[src/rtl/pwm_sched_pkg.sv]
// Shared definitions for the PWM command scheduler: FSM encoding and command record layout.
package pwm_sched_pkg;

   typedef enum logic [2:0] {
      StIdle     = 3'd0,
      StLoad     = 3'd1,
      StWaitIdle = 3'd2,
      StStart    = 3'd3,
      StAck      = 3'd4
   } sched_state_e;

   // Command record: {ch, duty, pulse_num, pat}, channel in the top byte.
   localparam int unsigned CmdW     = 56;
   localparam int unsigned PatLsb   = 0;
   localparam int unsigned PatW     = 32;
   localparam int unsigned PulseLsb = 32;
   localparam int unsigned PulseW   = 8;
   localparam int unsigned DutyLsb  = 40;
   localparam int unsigned DutyW    = 8;
   localparam int unsigned ChLsb    = 48;
   localparam int unsigned ChW      = 8;

   function automatic logic [CmdW-1:0] pack_cmd(input logic [ChW-1:0]    ch,
                                                input logic [DutyW-1:0]  duty,
                                                input logic [PulseW-1:0] pulse_num,
                                                input logic [PatW-1:0]   pat);
      return {ch, duty, pulse_num, pat};
   endfunction

endpackage

[src/rtl/cmd_fifo.sv]
// Synchronous FIFO with fall-through read data, full/empty flags and occupancy level.
module cmd_fifo #(
   parameter int unsigned Width = 56,
   parameter int unsigned Depth = 4,
   localparam int unsigned AddrW = $clog2(Depth),
   localparam int unsigned LvlW  = AddrW + 1
) (
   input  logic             clk_i,
   input  logic             rst_i,
   input  logic             push_i,
   input  logic [Width-1:0] wdata_i,
   input  logic             pop_i,
   output logic [Width-1:0] rdata_o,
   output logic             full_o,
   output logic             empty_o,
   output logic [LvlW-1:0]  level_o
);

   logic [Width-1:0] mem_q [Depth];
   logic [AddrW-1:0] wr_ptr_q;
   logic [AddrW-1:0] rd_ptr_q;
   logic [LvlW-1:0]  level_q;
   logic             push_ok;
   logic             pop_ok;

   assign full_o  = (level_q == LvlW'(Depth));
   assign empty_o = (level_q == '0);
   assign push_ok = push_i & ~full_o;
   assign pop_ok  = pop_i & ~empty_o;
   assign rdata_o = mem_q[rd_ptr_q];
   assign level_o = level_q;

   // Storage array; not reset, contents are only meaningful below level_q.
   always_ff @(posedge clk_i) begin
      if (push_ok) begin
         mem_q[wr_ptr_q] <= wdata_i;
      end
   end

   // Pointers wrap naturally because Depth is a power of two.
   always_ff @(posedge clk_i) begin
      if (rst_i) begin
         wr_ptr_q <= '0;
         rd_ptr_q <= '0;
         level_q  <= '0;
      end else begin
         if (push_ok) begin
            wr_ptr_q <= wr_ptr_q + AddrW'(1);
         end
         if (pop_ok) begin
            rd_ptr_q <= rd_ptr_q + AddrW'(1);
         end
         unique case ({push_ok, pop_ok})
            2'b10:   level_q <= level_q + LvlW'(1);
            2'b01:   level_q <= level_q - LvlW'(1);
            default: level_q <= level_q;
         endcase
      end
   end

endmodule

[src/rtl/pwm_cmd_scheduler.sv]
// Queues channel commands and issues them in order to the PWM cores, waiting for each target
// channel to go idle (with a timeout) before pulsing its start line.
module pwm_cmd_scheduler import pwm_sched_pkg::*; #(
   parameter int unsigned _NUM_CHANNELS = 6,
   parameter int unsigned _FIFO_DEPTH   = 4,
   parameter int unsigned _TIMEOUT      = 50000,
   localparam int unsigned LvlW = $clog2(_FIFO_DEPTH) + 1
) (
   input  logic                     clk_50M,
   input  logic                     sys_rst,
   input  logic                     cmd_valid,
   input  logic [7:0]               cmd_ch,
   input  logic [7:0]               cmd_duty,
   input  logic [7:0]               cmd_pulse_num,
   input  logic [31:0]              cmd_pat,
   output logic                     cmd_ready,
   input  logic [_NUM_CHANNELS-1:0] pwm_busy,
   output logic [_NUM_CHANNELS-1:0] ch_start,
   output logic [7:0]               ch_duty,
   output logic [7:0]               ch_pulse_num,
   output logic [31:0]              ch_pat,
   output logic                     cmd_drop,
   output logic                     timeout_err,
   output logic [LvlW-1:0]          fifo_level,
   output logic                     sched_busy
);

   localparam int unsigned       CntW   = $clog2(_TIMEOUT + 1);
   localparam logic [CntW-1:0]   CntMax = CntW'(_TIMEOUT - 1);
   localparam logic [8:0]        NumCh  = 9'(_NUM_CHANNELS);

   sched_state_e             state_q;
   logic [ChW-1:0]           cfg_ch_q;
   logic [DutyW-1:0]         duty_q;
   logic [PulseW-1:0]        pulse_q;
   logic [PatW-1:0]          pat_q;
   logic [CntW-1:0]          to_cnt_q;
   logic [1:0]               ack_cnt_q;
   logic [_NUM_CHANNELS-1:0] ch_start_q;
   logic                     timeout_q;
   logic                     drop_q;

   logic                     ch_ok;
   logic                     push;
   logic                     pop;
   logic                     fifo_full;
   logic                     fifo_empty;
   logic [CmdW-1:0]          head;
   logic [_NUM_CHANNELS-1:0] ch_oh;
   logic                     busy_sel;

   assign ch_ok = ({1'b0, cmd_ch} < NumCh);
   // Fullness is the registered level, so a same-cycle pop never makes room for a push.
   assign push  = cmd_valid & ch_ok & ~fifo_full;
   assign pop   = (state_q == StLoad);

   cmd_fifo #(
      .Width (CmdW),
      .Depth (_FIFO_DEPTH)
   ) u_cmd_fifo (
      .clk_i   (clk_50M),
      .rst_i   (sys_rst),
      .push_i  (push),
      .wdata_i (pack_cmd(cmd_ch, cmd_duty, cmd_pulse_num, cmd_pat)),
      .pop_i   (pop),
      .rdata_o (head),
      .full_o  (fifo_full),
      .empty_o (fifo_empty),
      .level_o (fifo_level)
   );

   // Decode the latched channel index and pick out its busy flag.
   always_comb begin
      ch_oh = '0;
      for (int unsigned i = 0; i < _NUM_CHANNELS; i++) begin
         ch_oh[i] = (cfg_ch_q == ChW'(i));
      end
      busy_sel = |(pwm_busy & ch_oh);
   end

   // Scheduler FSM with registered start/timeout pulses and config bus.
   always_ff @(posedge clk_50M) begin
      if (sys_rst) begin
         state_q    <= StIdle;
         cfg_ch_q   <= '0;
         duty_q     <= '0;
         pulse_q    <= '0;
         pat_q      <= '0;
         to_cnt_q   <= '0;
         ack_cnt_q  <= '0;
         ch_start_q <= '0;
         timeout_q  <= 1'b0;
      end else begin
         ch_start_q <= '0;
         timeout_q  <= 1'b0;
         unique case (state_q)
            // A push accepted this cycle counts as non-empty to save a cycle of latency.
            StIdle: begin
               if (!fifo_empty || push) begin
                  state_q <= StLoad;
               end
            end
            StLoad: begin
               cfg_ch_q <= head[ChLsb +: ChW];
               duty_q   <= head[DutyLsb +: DutyW];
               pulse_q  <= head[PulseLsb +: PulseW];
               pat_q    <= head[PatLsb +: PatW];
               to_cnt_q <= '0;
               state_q  <= StWaitIdle;
            end
            StWaitIdle: begin
               if (!busy_sel) begin
                  ch_start_q <= ch_oh;
                  state_q    <= StStart;
               end else if (to_cnt_q == CntMax) begin
                  timeout_q <= 1'b1;
                  state_q   <= StIdle;
               end else begin
                  to_cnt_q <= to_cnt_q + CntW'(1);
               end
            end
            StStart: begin
               ack_cnt_q <= '0;
               state_q   <= StAck;
            end
            StAck: begin
               if (busy_sel || ack_cnt_q == 2'd3) begin
                  state_q <= StIdle;
               end else begin
                  ack_cnt_q <= ack_cnt_q + 2'd1;
               end
            end
            default: state_q <= StIdle;
         endcase
      end
   end

   // Rejection pulse lands one cycle after the offending strobe.
   always_ff @(posedge clk_50M) begin
      if (sys_rst) begin
         drop_q <= 1'b0;
      end else begin
         drop_q <= cmd_valid & ~push;
      end
   end

   // Status outputs are forced to their idle values while reset is held.
   assign ch_start     = sys_rst ? '0 : ch_start_q;
   assign cmd_drop     = drop_q & ~sys_rst;
   assign timeout_err  = timeout_q & ~sys_rst;
   assign cmd_ready    = sys_rst | ~fifo_full;
   assign sched_busy   = ~sys_rst & ((state_q != StIdle) | ~fifo_empty);
   assign ch_duty      = duty_q;
   assign ch_pulse_num = pulse_q;
   assign ch_pat       = pat_q;

endmodule

[config.mk]
export PLATFORM = sky130hd
export DESIGN_NAME = pwm_cmd_scheduler
export DESIGN_NICKNAME = d
export VERILOG_FILES = /design/src/rtl/pwm_sched_pkg.sv /design/src/rtl/cmd_fifo.sv /design/src/rtl/pwm_cmd_scheduler.sv
export SDC_FILE = /design/constraint.sdc
export NUM_CORES = 1
export LEC_CHECK = 0
export CAP_MARGIN = 40
export CORE_UTILIZATION = 30
export CTS_CLUSTER_DIAMETER = 150
export DETAILED_ROUTE_END_ITERATION = 10
export GPL_TIMING_DRIVEN = 1
export PLACE_DENSITY_LB_ADDON = 0.05
export SETUP_SLACK_MARGIN = 0.15
export SYNTH_ARGS = -nofsm -noshare
export SYNTH_HDL_FRONTEND = slang
export SYNTH_SLANG_ARGS = --single-unit
export TNS_END_PERCENT = 10
[constraint.sdc]
create_clock -name clk_50M -period 4.43 [get_ports clk_50M]
set_input_delay 0.6645 -clock clk_50M [delete_from_list [all_inputs] [get_ports clk_50M]]
set_output_delay 0.6645 -clock clk_50M [all_outputs]
set_load 0.03 [all_outputs]
==> results.cfg, run 1 <==
[outcome]
outcome = completed

[synthesis]
synthArstFlopShare = 0
syn-instance-count = 783
yosys_register_bits = 316
synth_xor_area_frac = 0.00365
synth_top_flop_cell = edfxtp_1
yosys.area.top_type = edfxtp_1
syn_area_per_cell_um2 = 15.3
muxShareOfSynthArea = 0.108
synth_simple_gate_area_frac = 0.0929
synth_top_family_by_area = multiplexers
synth_fp_nets = 856
synth_adder_area_share = 0.00896
synth_cell_type_count = 54
synth_area_leaders = edfxtp_1, dfxtp_1, mux4_2, nand2_1, a21oi_1
synth-compound-area-share = 0.0557
synth-seq-area-share = 0.713
synth_warnings = 0
yosysTopAreaCellShare = 0.560
synthesis.area_mm2 = 0.0120
synth_edf_count = 224

[global_routing]
grt_pass1_vias = 7574
grt_usage = 0.146
overflow = 0
grt_pass1_wl_mm = 45.1
grt_max_degree = 66
grt_antenna_before_repair = 2

[drt]
drt_pass1_iterations = 4
drt-initial-drc-count = 294
post_drt_via_cell_ratio = 4.80
routed_wirelength_mm = 29.0
wl_per_cell_um = 19.8
ant_nets = 0
num_vias = 7022
drc = 0

[cells_and_area]
drive_above_1_share = 0.149
multi_input_area_mm2 = 0.00325
seqCellArea_mm2 = 0.00858
nNetsFinal = 990
area_growth_pct = 26.3
fin_area_mm2 = 0.0152
final.fill_count = 3676

[clocking]
post_cts_resize_count = 0
ctsHtreeMaxLevel = 2
clock_latency_ns = 0.54
cts.sinks = 316
clk_pin_slew_ns = 0.05
cts_tree = built
post-cts-setup-buffer-count = 0
root_buffer = clkbuf_16
cts_buffer_depth = 3
cts_buffers = 38
cts-hold-fix-buffers = 0

[worst_hold_path]
holdCritStartpoint = ch_pulse_num[7]
worstHoldEndpoint = ch_pulse_num[7]
hold_depth = 2
worstHoldPathType = reg2reg

[worst_setup_path]
rr_worst_depth = 8
crit_fanout = 29
critPathKind = in2reg
cp-start-kind = input pin
end_kind = flip-flop
worst_path_max_delay_cell = and2_4
reg2reg_to = u_cmd_fifo.level_o[2]
arrival_ns = 3.14
rrSetupSlack_ns = 1.70
crit_chain = clkdlybuf4s50_1, nor4_1, nand4b_1, a21oi_1, and2_4, buf_12
worstPathRequired_ns = 4.65
reg2reg_from = state_q[0]
max_stage_delay_ns = 0.60

[power_and_ir_drop]
powerDensity_mw_per_mm2 = 424
cellLeakagePower_nw = 4.65
total_power_w = 0.00643
peakVddDrop_uv = 202

[placed_design]
placed_area_mm2 = 0.0139
pre_cts_slack_ns = 0.881
numPortBuffers = 125
gp_congestion = 0.748
hpwl_mm = 18.0

[timing]
finalWorstSetupSlack_ns = 1.51
setup_viol = 0
slew_headroom = 0.485
skew_ns = 0.0150
worstMarginPinSlew_ns = 0.772
min_period_over_period = 0.660
fin_crit_ns = 2.92
maxSlewViolCount = 0
rsz0062_at_grt = false
hold_slack_ns = 0.453
fmax_mhz = 342
hold_viol = 0
setup_tns_ns = 0

[die]
io_pins = 126
chipHeight_um = 202
dieWidth_um = 202
start_util = 0.307
core_area_mm2 = 0.0391
fp.dieArea_mm2 = 0.0408
rows = 72

[flow_run]
drv_cap = 0
==> report_power, final <==
part	switching, W	internal, W
clock	0.00119	0.00188
combinational	0.000107	0.0000806
sequential	0.00000711	0.00317
total	0.00130	0.00513
==> synthesized netlist by cell type, drive strengths merged, types with 4 or more instances <==
| master | instances |
|---|---|
| dfxtp | 92 |
| o21ai | 5 |
| nand4 | 5 |
| nand3 | 15 |
| nand4b | 4 |
| and4 | 4 |
| inv | 9 |
| o211ai | 13 |
| or4 | 6 |
| nor3 | 7 |
| nor2 | 20 |
| ha | 7 |
| a21oi | 64 |
| buf | 7 |
| edfxtp | 224 |
| mux4 | 56 |
| clkbuf | 38 |
| nor2b | 10 |
| nor4 | 4 |
| nand3b | 6 |
| a31oi | 13 |
| nand2 | 123 |
| and2 | 5 |
| nor3b | 4 |
==> layer usage <==
layer  routed length, µm  vias to the layer above  global-route usage
met3                1220                       41              0.0335
met4                 631                        2              0.0548
met2               14300                      134               0.244
li1                    -                     3283                   -
met5                  11                        -                   0
met1               12800                     3562               0.183
==> how the worst max path moves through the flow <==
stage | endpoint | start | slack [ns]
final | u_cmd_fifo.mem_q[0][27] | cmd_ch[6] | 1.51
after global routing | u_cmd_fifo.mem_q[2][27] | cmd_ch[4] | 1.26
after CTS | u_cmd_fifo.mem_q[0][19] | cmd_ch[6] | 1.45
after detailed placement | u_cmd_fifo.mem_q[0][25] | cmd_ch[6] | 0.88
after global placement | u_cmd_fifo.mem_q[0][19] | cmd_ch[4] | 0.98
after floorplan | u_cmd_fifo.mem_q[0][0] | cmd_ch[6] | 1.16
==> critical path, delay by kind of cell <==
family	cells	cell delay, ns
AO/OA/AOI/OAI	1	0.58
AND/OR/NAND/NOR	3	1.09
buffers and inverters	2	0.79
==> final cells by class <==
| class | instances | share of cell area |
|---|---|---|
| Tap cell | 518 | 0.0427 |
| Antenna cell | 1 | 0.000165 |
| Timing Repair Buffer | 139 | 0.0942 |
| Multi-Input combinational cell | 413 | 0.214 |
| Clock buffer | 50 | 0.0684 |
| Inverter | 9 | 0.00223 |
| Clock inverter | 18 | 0.0125 |
| Sequential cell | 316 | 0.565 |
==> cells in the final DEF, fill, tap and decap left out, types with 6 or more instances in the layout <==
cell             synthesis  final
edfxtp_1               224    224
clkdlybuf4s50_1          0    124
nand2_1                123    123
dfxtp_1                 92     90
a21oi_1                 64     64
mux4_2                  56     56
clkbuf_16                0     39
nor2_1                  20     20
nand3_1                 15     15
a31oi_1                 13     13
o211ai_1                13     13
nor2b_1                 10     10
inv_1                    9      9
clkbuf_1                38      9
buf_4                    0      9
nor3_1                   7      7
ha_1                     7      7
clkinv_1                 0      7
nand3b_1                 6      6
buf_12                   0      6
==> metrics by stage <==
stage	instances	util
floorplan	783	-
global placement	1390	0.355
detailed placement	1395	0.357
CTS	1463	0.388
global route	1463	0.388
finish	1464	0.388
==> registers in the layout, indices dropped and copies added (netlist names), 2 cells and up <==
name,count
u_cmd_fifo.mem_q,224
ch_pat,32
to_cnt_q,16
cfg_ch_q,8
ch_duty,8
ch_pulse_num,8
ch_start_q,6
state_q,3
u_cmd_fifo.level_o,3
ack_cnt_q,2
u_cmd_fifo.rd_ptr_q,2
u_cmd_fifo.wr_ptr_q,2
==> cell families (layout without fill, tap and decap cells) <==
family,Yosys count,in the layout
flops,316,316
simple gates,230,230
compound gates,111,111
mux,59,59
buf+inv,54,216
fa+ha+maj,8,8
xor+xnor,5,5
other cells,0,1
No activity file was read; power rests on OpenSTA's default activity.
==> inputs of run 2 (changes only) <==
==> constraint.sdc (replaced) <==
create_clock -name clk_50M -period 3 [get_ports clk_50M]
set_input_delay 0.45 -clock clk_50M [delete_from_list [all_inputs] [get_ports clk_50M]]
set_output_delay 0.45 -clock clk_50M [all_outputs]
set_load 0.03 [all_outputs]
==> run 2 against run 1 <==
Compared with the run above: worst hold slack lost 0.073 ns; sequential power grew 47%; power grew 45%; largest power group unchanged; critical path depth shrank 2; critical endpoint is now sched_busy; setup slack lost 1.2 ns.
==> results.cfg, run 2 (synthesis gave the netlist of run 1 again) <==
[worst_setup_path]
crit_fanout = 5
arrival_ns = 2.22
cp-start-kind = flip-flop
reg2reg_from = to_cnt_q[11]
reg2reg_to = to_cnt_q[1]
rr_worst_depth = 6
rrSetupSlack_ns = 0.51
end_kind = output pin
critPathKind = reg2out
worstPathRequired_ns = 2.55

[cells_and_area]
layout_commonest_cell = edfxtp_1
largest_reg_flops = 224
final_cell_mix = edfxtp_1, clkdlybuf4s50_1, nand2_1
area_growth_pct = 27.0
fin_cells = 1474
antenna_cells = 0
post-route-util = 0.390
nNetsFinal = 1001
fin_area_mm2 = 0.0153
drive_above_1_share = 0.163
regMostFlops = u_cmd_fifo.mem_q

[global_routing]
grt_pass1_vias = 7441
grt_antenna_before_repair = 4
overflow = 0
grt_pass1_wl_mm = 45.3
grt_usage = 0.146
grt_max_degree = 61

[die]
chipHeight_um = 202
rows = 72
fp.dieArea_mm2 = 0.0408
core_area_mm2 = 0.0391
io_pins = 126
start_util = 0.307
dieWidth_um = 202

[placed_design]
hpwl_mm = 18.1
placed_area_mm2 = 0.0141
place_inst = 1407
gp_congestion = 0.745
numPortBuffers = 125

[timing]
hold_viol = 0
setup_tns_ns = 0
rsz0062_at_grt = false
skew_ns = 0.0134
worstMarginPinSlew_ns = 0.787
setup_viol = 0
fmax_mhz = 374
fin_crit_ns = 2.67
hold_slack_ns = 0.380
maxSlewViolCount = 0
slew_headroom = 0.476
min_period_over_period = 0.890

[clocking]
ctsHtreeMaxLevel = 2
cts-hold-fix-buffers = 0
cts_buffers = 37
cts_tree = built
root_buffer = clkbuf_16
clock_latency_ns = 0.52
clk_pin_slew_ns = 0.06
cts.sinks = 316
cts_buffer_depth = 3
post_cts_resize_count = 0
post-cts-setup-buffer-count = 0

[drt]
drt-initial-drc-count = 275
drt_pass1_iterations = 4
post_drt_via_cell_ratio = 4.77
routed_wirelength_mm = 29.3
num_vias = 7037
ant_nets = 0
drc = 0
wl_per_cell_um = 19.9

[flow_run]
drv_cap = 0

[worst_hold_path]
worstHoldEndpoint = u_cmd_fifo.level_o[0]
holdCritStartpoint = sys_rst
worstHoldPathType = in2reg
hold_depth = 2

[power_and_ir_drop]
peakVddDrop_uv = 314
cellLeakagePower_nw = 4.71
powerDensity_mw_per_mm2 = 612

[outcome]
outcome = completed
-- run 2: routing by layer --
layer  share of wire  track usage  routed length [µm]  up-vias
li1                -            -                   -     3309
met1            0.46        0.194               13300     3544
met2            0.48        0.239               13900      131
met3           0.048       0.0332                1400       45
met4           0.020       0.0427                 575        8
met5          0.0018            0                  53        -
-- run 2: cell type report --
| type | count | area, µm² |
|---|---|---|
| Fill cell | 3644 | 23800 |
| Clock buffer | 50 | 1020 |
| Timing Repair Buffer | 151 | 1570 |
| Sequential cell | 316 | 8580 |
| Clock inverter | 17 | 171 |
| Tap cell | 518 | 648 |
| Inverter | 9 | 33.8 |
| Multi-Input combinational cell | 413 | 3250 |
-- run 2: worst max-delay path by stage --
stage	slack (ns)	startpoint	cells past startpoint	to
final	0.33	u_cmd_fifo.level_o[0]	4	sched_busy
after global routing	0.22	state_q[1]	4	sched_busy
after CTS	0.30	u_cmd_fifo.level_o[0]	4	sched_busy
after detailed placement	0.18	cmd_ch[4]	11	u_cmd_fifo.level_o[2]
after global placement	0.29	pwm_busy[0]	6	to_cnt_q[13]
after floorplan	-0.05	cmd_ch[6]	4	u_cmd_fifo.mem_q[3][0]
-- run 2: power breakdown --
part           switching, W  internal, W  total [W]  leakage, nW
Clock               0.00172      0.00264    0.00436        0.583
Sequential        0.0000106      0.00468    0.00469         2.76
Combinational      0.000156     0.000124   0.000280         1.37
Total               0.00188      0.00745    0.00933         4.71
-- run 2: worst max-delay path, stage by stage (launching register included) --
cell	delay [ns]
dfxtp_1	0.47
nor3_1	0.12
and3b_1	0.21
nor2_1	0.19
clkdlybuf4s50_1	0.72
-- run 2: stage by stage --
step	power [W]	setup WS (ns)
global route	0.00968	0.223
CTS	0.00948	0.297
finish	0.00933	0.329
floorplan	0.00488	-0.0533
global placement	0.00506	0.290
detailed placement	0.00507	0.176
==> inputs of run 3 (changes only) <==
--- a/config.mk
+++ b/config.mk
@@ -5,7 +5,7 @@
 export SDC_FILE = /design/constraint.sdc
 export NUM_CORES = 1
 export LEC_CHECK = 0
-export CAP_MARGIN = 40
+export CAP_MARGIN = 30
 export CORE_UTILIZATION = 30
 export CTS_CLUSTER_DIAMETER = 150
 export DETAILED_ROUTE_END_ITERATION = 10
==> run 3 against run 2 <==
Compared with the run above: sequential share of layout area increased by 0.27 points; die area unchanged; cell count shrank 0.20%; critical path depth stayed put; power is 1.6% lower; critical path type unchanged; clock skew down 0.0060 ns; combinational power about the same; critical endpoint unchanged.
==> results.cfg, run 3 (synthesis gave the netlist of run 1 again) <==
[global_routing]
grt_pass1_vias = 7447
grt_pass1_wl_mm = 45.2
overflow = 0
grt_usage = 0.147
grt_max_degree = 70
grt_antenna_before_repair = 3

[cells_and_area]
layout_commonest_cell = edfxtp_1
regMostFlops = u_cmd_fifo.mem_q
area_growth_pct = 26.4
largest_reg_flops = 224
final_cell_mix = edfxtp_1, clkdlybuf4s50_1, nand2_1
final.fill_count = 3683
fin_area_mm2 = 0.0152
drive_above_1_share = 0.152
nNetsFinal = 1000

[clocking]
ctsHtreeMaxLevel = 2
cts.sinks = 316
cts-hold-fix-buffers = 0
cts_tree = built
clock_latency_ns = 0.53
clk_pin_slew_ns = 0.05
root_buffer = clkbuf_16
post_cts_resize_count = 0
cts_buffers = 37
post-cts-setup-buffer-count = 0
cts_buffer_depth = 3

[worst_setup_path]
crit_fanout = 5
cp-start-kind = flip-flop
crit_chain = nor3_1, and3b_1, nor2_1, clkdlybuf4s50_1
worst_path_max_delay_cell = clkdlybuf4s50_1
arrival_ns = 2.24
rrSetupSlack_ns = 0.55
worstPathRequired_ns = 2.55
crit_family = buffers and inverters
critPathKind = reg2out
crit_buf_inv = 1
end_kind = output pin
max_stage_delay_ns = 0.72

[drt]
ant_nets = 0
post_drt_via_cell_ratio = 4.79
drc = 0
wl_per_cell_um = 20.0
drt-initial-drc-count = 349
num_vias = 7045
drt_pass1_iterations = 4
routed_wirelength_mm = 29.4

[power_and_ir_drop]
comb_power_share = 0.030
switchingPower_w = 0.00182
p_int_w = 0.00736
clkPwrFrac = 0.459
powerDensity_mw_per_mm2 = 605
cellLeakagePower_nw = 4.66
pwr-share-seq = 0.511
peakVddDrop_uv = 348
swShare = 0.199

[worst_hold_path]
worstHoldPathType = in2reg

[timing]
fin_crit_ns = 2.69
hold_slack_ns = 0.373
rsz0062_at_grt = false
skew_ns = 0.00744
setup_viol = 0
setup_tns_ns = 0
finalWorstSetupSlack_ns = 0.310
min_period_over_period = 0.897
maxSlewViolCount = 0
fmax_mhz = 372
slew_headroom = 0.412
hold_viol = 0
worstMarginPinSlew_ns = 0.882

[placed_design]
pre_cts_slack_ns = 0.202
numPortBuffers = 125
hpwl_mm = 18.0
placed_area_mm2 = 0.0140
gp_congestion = 0.745

[die]
rows = 72
fp.dieArea_mm2 = 0.0408
chipHeight_um = 202
start_util = 0.307
dieWidth_um = 202
io_pins = 126
core_area_mm2 = 0.0391

[flow_run]
drv_cap = 0

[outcome]
outcome = completed
## run 3: cell types whose count changed in the layout (fill, tap and decap cells not counted), sizes merged
cell and delta:
clkbuf +6, clkinv -3, buf -2, clkinvlp -2
inv -2, bufinv -1, diode +1
## run 3: final timing paths
kind | startpoint | to | cells past startpoint
setup reg to reg | state_q[0] | u_cmd_fifo.level_o[2] | 8
setup / recovery | u_cmd_fifo.level_o[0] | sched_busy | 4
hold reg to reg | ch_duty[4] | ch_duty[4] | 2
hold / removal | sys_rst | u_cmd_fifo.level_o[0] | 2
## run 3: area by class of cell
| class | instances | area, µm² | share of cell area |
|---|---|---|---|
| well taps | 518 | 648 | 0.0427 |
| repair buffers | 150 | 1550 | 0.102 |
| multi-input cells | 413 | 3250 | 0.214 |
| diodes | 1 | 2.50 | 0.000165 |
| clock buffers | 55 | 1040 | 0.0687 |
| flip-flops and latches | 316 | 8580 | 0.565 |
| clock inverters | 9 | 88.8 | 0.00585 |
| inverters | 9 | 33.8 | 0.00222 |
## run 3: metal layers
metal | up-vias | track usage | part of all wire
met5 | - | 0 | 0.0012
met4 | 6 | 0.0534 | 0.022
met3 | 48 | 0.0326 | 0.045
met2 | 123 | 0.239 | 0.48
met1 | 3576 | 0.193 | 0.45
li1 | 3292 | - | -
## run 3: stage by stage
step	utilization	instances	total power (W)
CTS	0.388	1469	0.00934
global placement	0.359	1405	0.00506
detailed placement	0.359	1405	0.00507
global route	0.388	1470	0.00953
floorplan	-	783	0.00488
finish	0.388	1471	0.00919
## run 3: power by group through the flow
stage          Sequential, W  Combinational, W  Clock (W)
2_1_floorplan        0.00480         0.0000812          0
3_3_place_gp         0.00478          0.000276          0
3_5_place_dp         0.00478          0.000283          0
4_1_cts              0.00469          0.000284    0.00437
5_1_grt              0.00469          0.000302    0.00453
6_report             0.00469          0.000278    0.00422
## run 3: worst reg2reg max path, cell delays in order (launching register included)
cell and delay, ns:
dfxtp_1 0.42, or3b_4 0.41, nor2_1 0.25, ha_1 0.25, inv_1 0.06, fa_1 0.37
xor2_1 0.16, or3_1 0.31, a21oi_1 0.16
